`src/rtl/counter_pkg.sv`:
```
// Shared defaults and count type for the sequencing step counters.
package counter_pkg;

    localparam int COUNT_WIDTH = 4;
    localparam int COUNT_MAX   = 12;

    typedef logic [COUNT_WIDTH-1:0] count_t;

endpackage : counter_pkg

```
`src/rtl/wrap_counter.sv`:
```
// Free-running modulo counter: steps 0..MAX_COUNT and wraps to 0. Used as the
// phase step counter of the neural-network datapath controller.
module wrap_counter
    import counter_pkg::*;
#(
    parameter int WIDTH     = COUNT_WIDTH,
    parameter int MAX_COUNT = COUNT_MAX
) (
    input  logic             clk,
    input  logic             reset,
    output logic [WIDTH-1:0] out
);

    localparam logic [WIDTH-1:0] MAX_VAL = WIDTH'(MAX_COUNT);
    localparam logic [WIDTH-1:0] ONE     = WIDTH'(1);

    // Reject configurations whose last value cannot be represented.
    if (MAX_COUNT < 1 || MAX_COUNT >= (1 << WIDTH)) begin : g_bad_params
        $fatal(1, "wrap_counter: MAX_COUNT=%0d illegal for WIDTH=%0d", MAX_COUNT, WIDTH);
    end

    logic [WIDTH-1:0] next_count;

    // Anything at or above MAX_COUNT (including upset values) goes back to 0.
    always_comb begin
        next_count = '0;
        if (out < MAX_VAL) begin
            next_count = out + ONE;
        end
    end

    always_ff @(posedge clk or negedge reset) begin
        if (!reset) begin
            out <= '0;
        end else begin
            out <= next_count;
        end
    end

endmodule : wrap_counter

```
`config.mk`:
```
export PLATFORM = sky130hd
export DESIGN_NAME = wrap_counter
export DESIGN_NICKNAME = d
export VERILOG_FILES = /design/src/rtl/counter_pkg.sv /design/src/rtl/wrap_counter.sv
export SDC_FILE = /design/constraint.sdc
export NUM_CORES = 1
export LEC_CHECK = 0
export CAP_MARGIN = 30
export CORE_AREA = 3 3 40 42
export DETAILED_ROUTE_END_ITERATION = 12
export DIE_AREA = 0 0 43 45
export GPL_ROUTABILITY_DRIVEN = 0
export PLACE_DENSITY = 0.36
export SLEW_MARGIN = 10
export SYNTH_ARGS = -nofsm -noshare
export SYNTH_HDL_FRONTEND = slang
export SYNTH_SLANG_ARGS = --single-unit
```
`constraint.sdc`:
```
create_clock -name clk -period 0.9 [get_ports clk]
set_input_delay 0.27 -clock clk [delete_from_list [all_inputs] [get_ports clk]]
set_output_delay 0.27 -clock clk [all_outputs]
set_load 0.02 [all_outputs]
```
==> results of run 1 <==
## power groups by stage
stage	Sequential [uW]	Combinational [uW]	Clock, uW
2_1_floorplan	183	0.0000323	0
3_3_place_gp	183	7.69	0
3_5_place_dp	183	7.58	0
4_1_cts	181	7.67	255
5_1_grt	180	8.64	266
6_report	181	7.22	243
## per-layer routing
layer	global-route usage [%]	part of all wire (%)	routed length (um)	up-vias
met4	7.23	3.3	12	0
met2	6.29	41	150	6
met3	4.78	10	38	2
met1	4.88	45	164	62
met5	0	0	0	-
li1	-	-	-	67
## repair_timing
| item | CTS | global route |
|---|---|---|
| hold endpoints to repair | 0 | 0 |
| pin swaps | 1 | 0 |
| resized for setup | 24 | 2 |
| endpoints found under the setup margin | 6 | 7 |
## cells by family after synthesis
family                     share of synthesized area (%)
DFF                                                 62.0
buffers and inverters                               2.32
muxes                                               9.30
AOI/OAI and AO/OA                                   10.8
and+or+nand+nor                                     7.75
adders and majority gates                           7.75
## cells in the mapped netlist (all sizes together)
cell type / count
a21boi: 1
a21oi: 1
dfrtp: 4
ha: 1
inv: 1
mux2: 1
nand4b: 1
nor2: 1
o21ai: 1
## final timing paths
kind                       cells after the start              from  slack, ns               end
setup / recovery                               1  out[1]$_DFF_PN0_      -0.17            out[1]
hold / removal                                 1             reset       0.24  out[0]$_DFF_PN0_
setup reg to reg                               3  out[0]$_DFF_PN0_      -0.17  out[2]$_DFF_PN0_
hold reg to reg                                2  out[0]$_DFF_PN0_       0.55  out[0]$_DFF_PN0_
max in group asynchronous                      1             reset       0.48  out[1]$_DFF_PN0_
min in group clk                               2  out[0]$_DFF_PN0_       0.55  out[0]$_DFF_PN0_
## layout by cell type (no fill, tap or decap)
cell type and n:
a21boi_1 1, a21oi_1 1, buf_2 1, buf_4 1, buf_6 5, clkbuf_1 1
clkbuf_4 3, clkdlybuf4s50_1 1, dfrtp_1 2, dfrtp_2 2, ha_4 1, inv_1 1
mux2_4 1, nand4b_1 1, nor2_1 1, o21ai_1 1
## layout make-up
cell class / count / area (sq um)
fillers: 136 / 985
flip-flops and latches: 4 / 103
repair buffers: 8 / 78.8
multi-input cells: 7 / 70.1
clock buffers: 4 / 26.3
well taps: 15 / 18.8
inverters: 1 / 3.75
## through the flow
stage / hold slack [ns] / setup TNS, ns
after floorplan: -0.0256 / -0.155
final: 0.236 / -0.847
after global routing: 0.256 / -0.993
after CTS: 0.237 / -0.886
after detailed placement: 0.493 / -1.58
after global placement: 0.496 / -1.51
==> out/qor.csv, run 1 <==
stage;metric;value;unit
die;die_w;43;um
finish;antenna_cells;0;
worst_setup_path;start_kind;register;
yosys;synth_area;161;sq um
finish;regMostFlops;out;
hold_path;hp-class;input port to async pin;
detailed_routing;viasPerCell;3.51;
power;powerDensity;1430;nW/um^2
global_route;grt_pass1_vias;152;
worst_setup_path;cp-end-kind;output pin;
timing;max_slew_margin;87.3;%
yosys;ys_seq_area_share;62.0;%
worst_setup_path;required;0.63;ns
timing;worstMarginPinSlew;0.190;ns
finish;postLayoutCellArea;300;sq um
clocking;cts_root_buf;clkbuf_4;
worst_setup_path;crit_slowest_cell;dfrtp_2;
placement;dp_hpwl;269;um
yosys;syn_inst;12;
timing;hold_viol;0;
clocking;clock_path_buffers;2;
yosys;yosysTopAreaCell;dfrtp_1;
global_route;track_usage;5.43;%
worst_setup_path;critical_path.max_stage_delay;0.43;ns
power;pwr-share-comb;1.7;%
yosys;synth_top_area_share;62.0;%
detailed_routing;ant_nets;0;
finish;postLayoutCoreUtil;23.4;%
global_route;grt_pass1_wl;641;um
placement;dpl.cell_count;35;
detailed_routing;vias;137;
power;p_total;431;uW
detailed_routing;drc;0;
finish;layout.nets;28;
placement;place_ws;-0.359;ns
die;rows;13;
timing;skew;0.00880;ns
die;start_util;12.6;%
yosys;synth.distinct_cells;9;
clocking;holdBufCountCts;0;
finish;largestRegisters;out (4);
timing;drv_slew;0;
detailed_routing;wl;366;um
timing;finalWorstSetupSlack;-0.174;ns
clocking;cts_made_buffers;3;
global_route;antenna_found_initial;0;
finish;synthToLayoutAreaGrowth;86.0;%
power;clkPwrFrac;56.4;%
timing;post-route-min-period;1.07;ns
power;p_seq_share;42.0;%
worst_setup_path;cp.buffers_inverters;1;
power;p_int;351;uW
clocking;cts_tree;done;
yosys;yosysWarnings;0;
timing;fmax;931;MHz
worst_setup_path;crit_chain;buf_6;
die;coreArea;1280;sq um
finish;largest_reg_flops;4;
clocking;cts.clk_slew.worst_paths;0.04;ns
worst_setup_path;critPathMaxFanout;3;
placement;numPortBuffers;5;
die;fp.dieH;45;um
yosys;synth.area.top_cells;dfrtp_1 (62%), mux2_4 (9.3%), ha_1 (7.8%);
power;p_sw_share;18.5;%
clocking;post_cts_buffers;0;
run_status;violations;setup timing;
run_status;status;finished with violations;
die;die_area;1940;sq um
global_route;grt.overflow.total;0;
finish;drive_above_1_share;58.3;%
detailed_routing;drtIter0Drc;3;
yosys;avgSynthCellArea;13.5;sq um
worst_setup_path;crit_arrival;0.80;ns
clocking;clock_latency;0.24;ns
flow_run;drv_cap;0;
detailed_routing;firstDrtPassIters;3;
placement;placed_area;268;sq um
detailed_routing;wire_per_inst;9.38;um
power;p_leak;0.000136;uW
power;peakVddDrop;0.000778;V
clocking;clock-sinks;4;
yosys;syn-num-nets;15;
timing;rsz0062_at_grt;true;
worst_setup_path;cpLargestDelayFamily;flip-flops;
global_route;grt_start_max_net_pins;6;
timing;finalSetupViolCount;6;
clocking;htreeDepth;1;
power;p_sw;79.6;uW
finish;stdcell_count;39;
die;ios;6;
worst_setup_path;crit_type;register to output pin;
yosys;ys_ff_latch;4;
timing;post-route-period-util;119;%
No activity file was read; power rests on OpenSTA's default activity.
==> inputs of run 2 (changes only) <==
--- a/config.mk
+++ b/config.mk
@@ -6,11 +6,13 @@
 export NUM_CORES = 1
 export LEC_CHECK = 0
 export CAP_MARGIN = 30
-export CORE_AREA = 3 3 40 42
+export CELL_PAD_IN_SITES_DETAIL_PLACEMENT = 0
+export CELL_PAD_IN_SITES_GLOBAL_PLACEMENT = 1
+export CORE_AREA = 2 2 39 41
 export DETAILED_ROUTE_END_ITERATION = 12
-export DIE_AREA = 0 0 43 45
+export DIE_AREA = 0 0 41 43
 export GPL_ROUTABILITY_DRIVEN = 0
-export PLACE_DENSITY = 0.36
+export PLACE_DENSITY = 0.42
 export SLEW_MARGIN = 10
 export SYNTH_ARGS = -nofsm -noshare
 export SYNTH_HDL_FRONTEND = slang
==> run 2 against run 1 <==
Compared with the run above:
- clock skew fell by 0.0063 ns
- maximum frequency up 2.3%
- first-iteration DRC count is 33% lower
- final cell count up 10%
- critical path type is now register to register
- wire length grew 14%
- the flow still finishes with violations (setup timing)
- combinational power shrank 3%
- critical endpoint is now out[2]$_DFF_PN0_
- total power fell by 6.2%
- count of clock-buffer cells in the layout fell by 1
- sequential share of layout area shrank 4.1 points
- final area increased by 14%
- worst hold slack better by 0.0035 ns
==> out/qor.csv, run 2 (synthesis results as in run 1) <==
stage;metric;value;unit;change
detailed_routing;wl;418;um;+14%
global_route;grt_pass1_wl;607;um;-5.3%
detailed_routing;drc;0;;unchanged
clocking;cts_root_buf;clkbuf_4;;
clocking;holdBufCountCts;0;;unchanged
timing;rsz0062_at_grt;true;;
timing;max_slew_margin;87.9;%;+0.64 points
global_route;grt_start_max_net_pins;6;;unchanged
power;powerDensity;1180;nW/um^2;-18%
die;die_area;1760;sq um;-8.9%
power;p_leak;0.000157;uW;+15%
finish;drive_above_1_share;70.4;%;+12 points
placement;numPortBuffers;5;;unchanged
detailed_routing;wire_per_inst;9.72;um;+3.6%
worst_setup_path;start_kind;register;;
finish;final_cell_mix;buf_6 (7), buf_4 (4), clkbuf_4 (3);;
worst_setup_path;crit_chain;buf_6, ha_4, mux2_4;;
die;coreArea;1380;sq um;+7.7%
placement;dp_hpwl;282;um;+4.9%
finish;fillers;153;;+13%
power;p_total;404;uW;-6.2%
detailed_routing;vias;153;;+12%
timing;worstMarginPinSlew;0.181;ns;-0.00961 ns
timing;skew;0.00253;ns;-0.00627 ns
finish;regMostFlops;out;;
timing;drv_slew;0;;unchanged
clocking;clock_latency;0.23;ns;about the same
run_status;violations;setup timing;;
detailed_routing;firstDrtPassIters;2;;-1
worst_setup_path;critical_path.max_stage_delay;0.41;ns;-0.02 ns
timing;finalSetupViolCount;8;;+2
finish;synthToLayoutAreaGrowth;112;%;
worst_setup_path;required;1.01;ns;+0.38 ns
worst_setup_path;crit_arrival;1.16;ns;+0.36 ns
die;die_w;41;um;-4.7%
flow_run;drv_cap;0;;unchanged
global_route;grt_pass1_vias;173;;+14%
die;fp.dieH;43;um;-4.4%
finish;largestRegisters;out (4);;
hold_path;hp-class;input port to async pin;;
die;ios;6;;unchanged
clocking;htreeDepth;1;;unchanged
timing;post-route-period-util;117;%;-2.6 points
die;rows;14;;+1
timing;finalSetupTns;-0.979;ns;-0.132 ns
clocking;cts.clk_slew.worst_paths;0.04;ns;about the same
detailed_routing;viasPerCell;3.56;;+1.3%
timing;hold_viol;0;;unchanged
run_status;status;finished with violations;;
worst_setup_path;crit_type;register to register;;
die;start_util;11.7;%;-0.90 points
finish;largest_reg_flops;4;;unchanged
worst_setup_path;cp-end-kind;register;;
worst_setup_path;r2r_slack;-0.15;ns;+0.02 ns
clocking;cts_tree;done;;
timing;fmax;952;MHz;+2.3%
clocking;clock_path_buffers;2;;unchanged
finish;antenna_cells;0;;unchanged
finish;layout.nets;32;;+14%
timing;post-route-min-period;1.05;ns;-0.0238 ns
clocking;cts_made_buffers;3;;unchanged
clocking;clock-sinks;4;;unchanged
global_route;grt.overflow.total;0;;unchanged
global_route;track_usage;6.04;%;+0.61 points
worst_setup_path;critPathMaxFanout;2;;-1
detailed_routing;ant_nets;0;;unchanged
global_route;antenna_found_initial;0;;unchanged
detailed_routing;drtIter0Drc;2;;-1
power;peakVddDrop;0.000300;V;-61%
worst_setup_path;crit_slowest_cell;dfrtp_2;;
timing;finalWorstSetupSlack;-0.150;ns;+0.0238 ns
finish;final_common_cell;buf_6;;
-- run 2: cell count changes in the layout (fill, tap and decap cells not counted), sizes merged --
cell,before,now
buf,7,11
clkbuf,4,3
-- run 2: where the power goes --
part / internal (uW) / leakage (uW) / switching (uW)
combinational: 3.86 / 0.0000988 / 3.17
sequential: 181 / 0.0000441 / 0
clock: 149 / 0.0000138 / 67.4
total: 333 / 0.000157 / 70.5
-- run 2: routing by layer --
layer / share of wire, % / GRT usage, % / routed length (um)
met3: 6.0 / 3.66 / 25
met1: 38 / 4.87 / 160
met4: 0 / 10.0 / 0
met2: 56 / 7.19 / 233
met5: 0 / 0 / 0
-- run 2: worst max-delay path, delay by kind of cell, from the launching register on --
family                     cells  cell delay [ns]
DFF                            1             0.41
muxes                          1             0.25
adders and majority gates      1             0.15
buffers and inverters          1             0.13
-- run 2: path summary, 6_finish.rpt --
path	from	end	cells past startpoint
worst max-delay path	out[1]$_DFF_PN0_	out[2]$_DFF_PN0_	3
worst min-delay path	reset	out[2]$_DFF_PN0_	1
worst max register to register	out[1]$_DFF_PN0_	out[2]$_DFF_PN0_	3
worst min register to register	out[2]$_DFF_PN0_	out[1]$_DFF_PN0_	2
max in group asynchronous	reset	out[0]$_DFF_PN0_	1
min in group clk	out[2]$_DFF_PN0_	out[1]$_DFF_PN0_	2
-- run 2: final cells by class --
type / count / area (sq um) / share of cell area (%)
Sequential cell: 4 / 103 / 30.0
Inverter: 1 / 3.75 / 1.10
Timing Repair Buffer: 12 / 119 / 34.8
Clock buffer: 3 / 22.5 / 6.59
Multi-Input combinational cell: 7 / 73.8 / 21.6
Tap cell: 16 / 20.0 / 5.86
-- run 2: per-stage QoR --
| step | std cells | worst slack (ns) | utilization, % | cell area (sq um) | hold WS [ns] |
|---|---|---|---|---|---|
| floorplan | 12 | -0.102 | - | 176 | -0.0256 |
| detailed placement | 37 | -0.317 | 20.0 | 277 | 0.486 |
| finish | 43 | -0.150 | 24.7 | 342 | 0.239 |
| global placement | 37 | -0.302 | 20.0 | 277 | 0.501 |
| CTS | 41 | -0.157 | 23.1 | 320 | 0.236 |
| global route | 43 | -0.177 | 24.7 | 342 | 0.242 |
-- run 2: what timing repair did --
action                     in CTS  in global routing
setup endpoints to repair       6                  7
cloned                          0                  0
pin swaps                       1                  0
setup buffers                   1                  2
gates resized for setup        28                  2
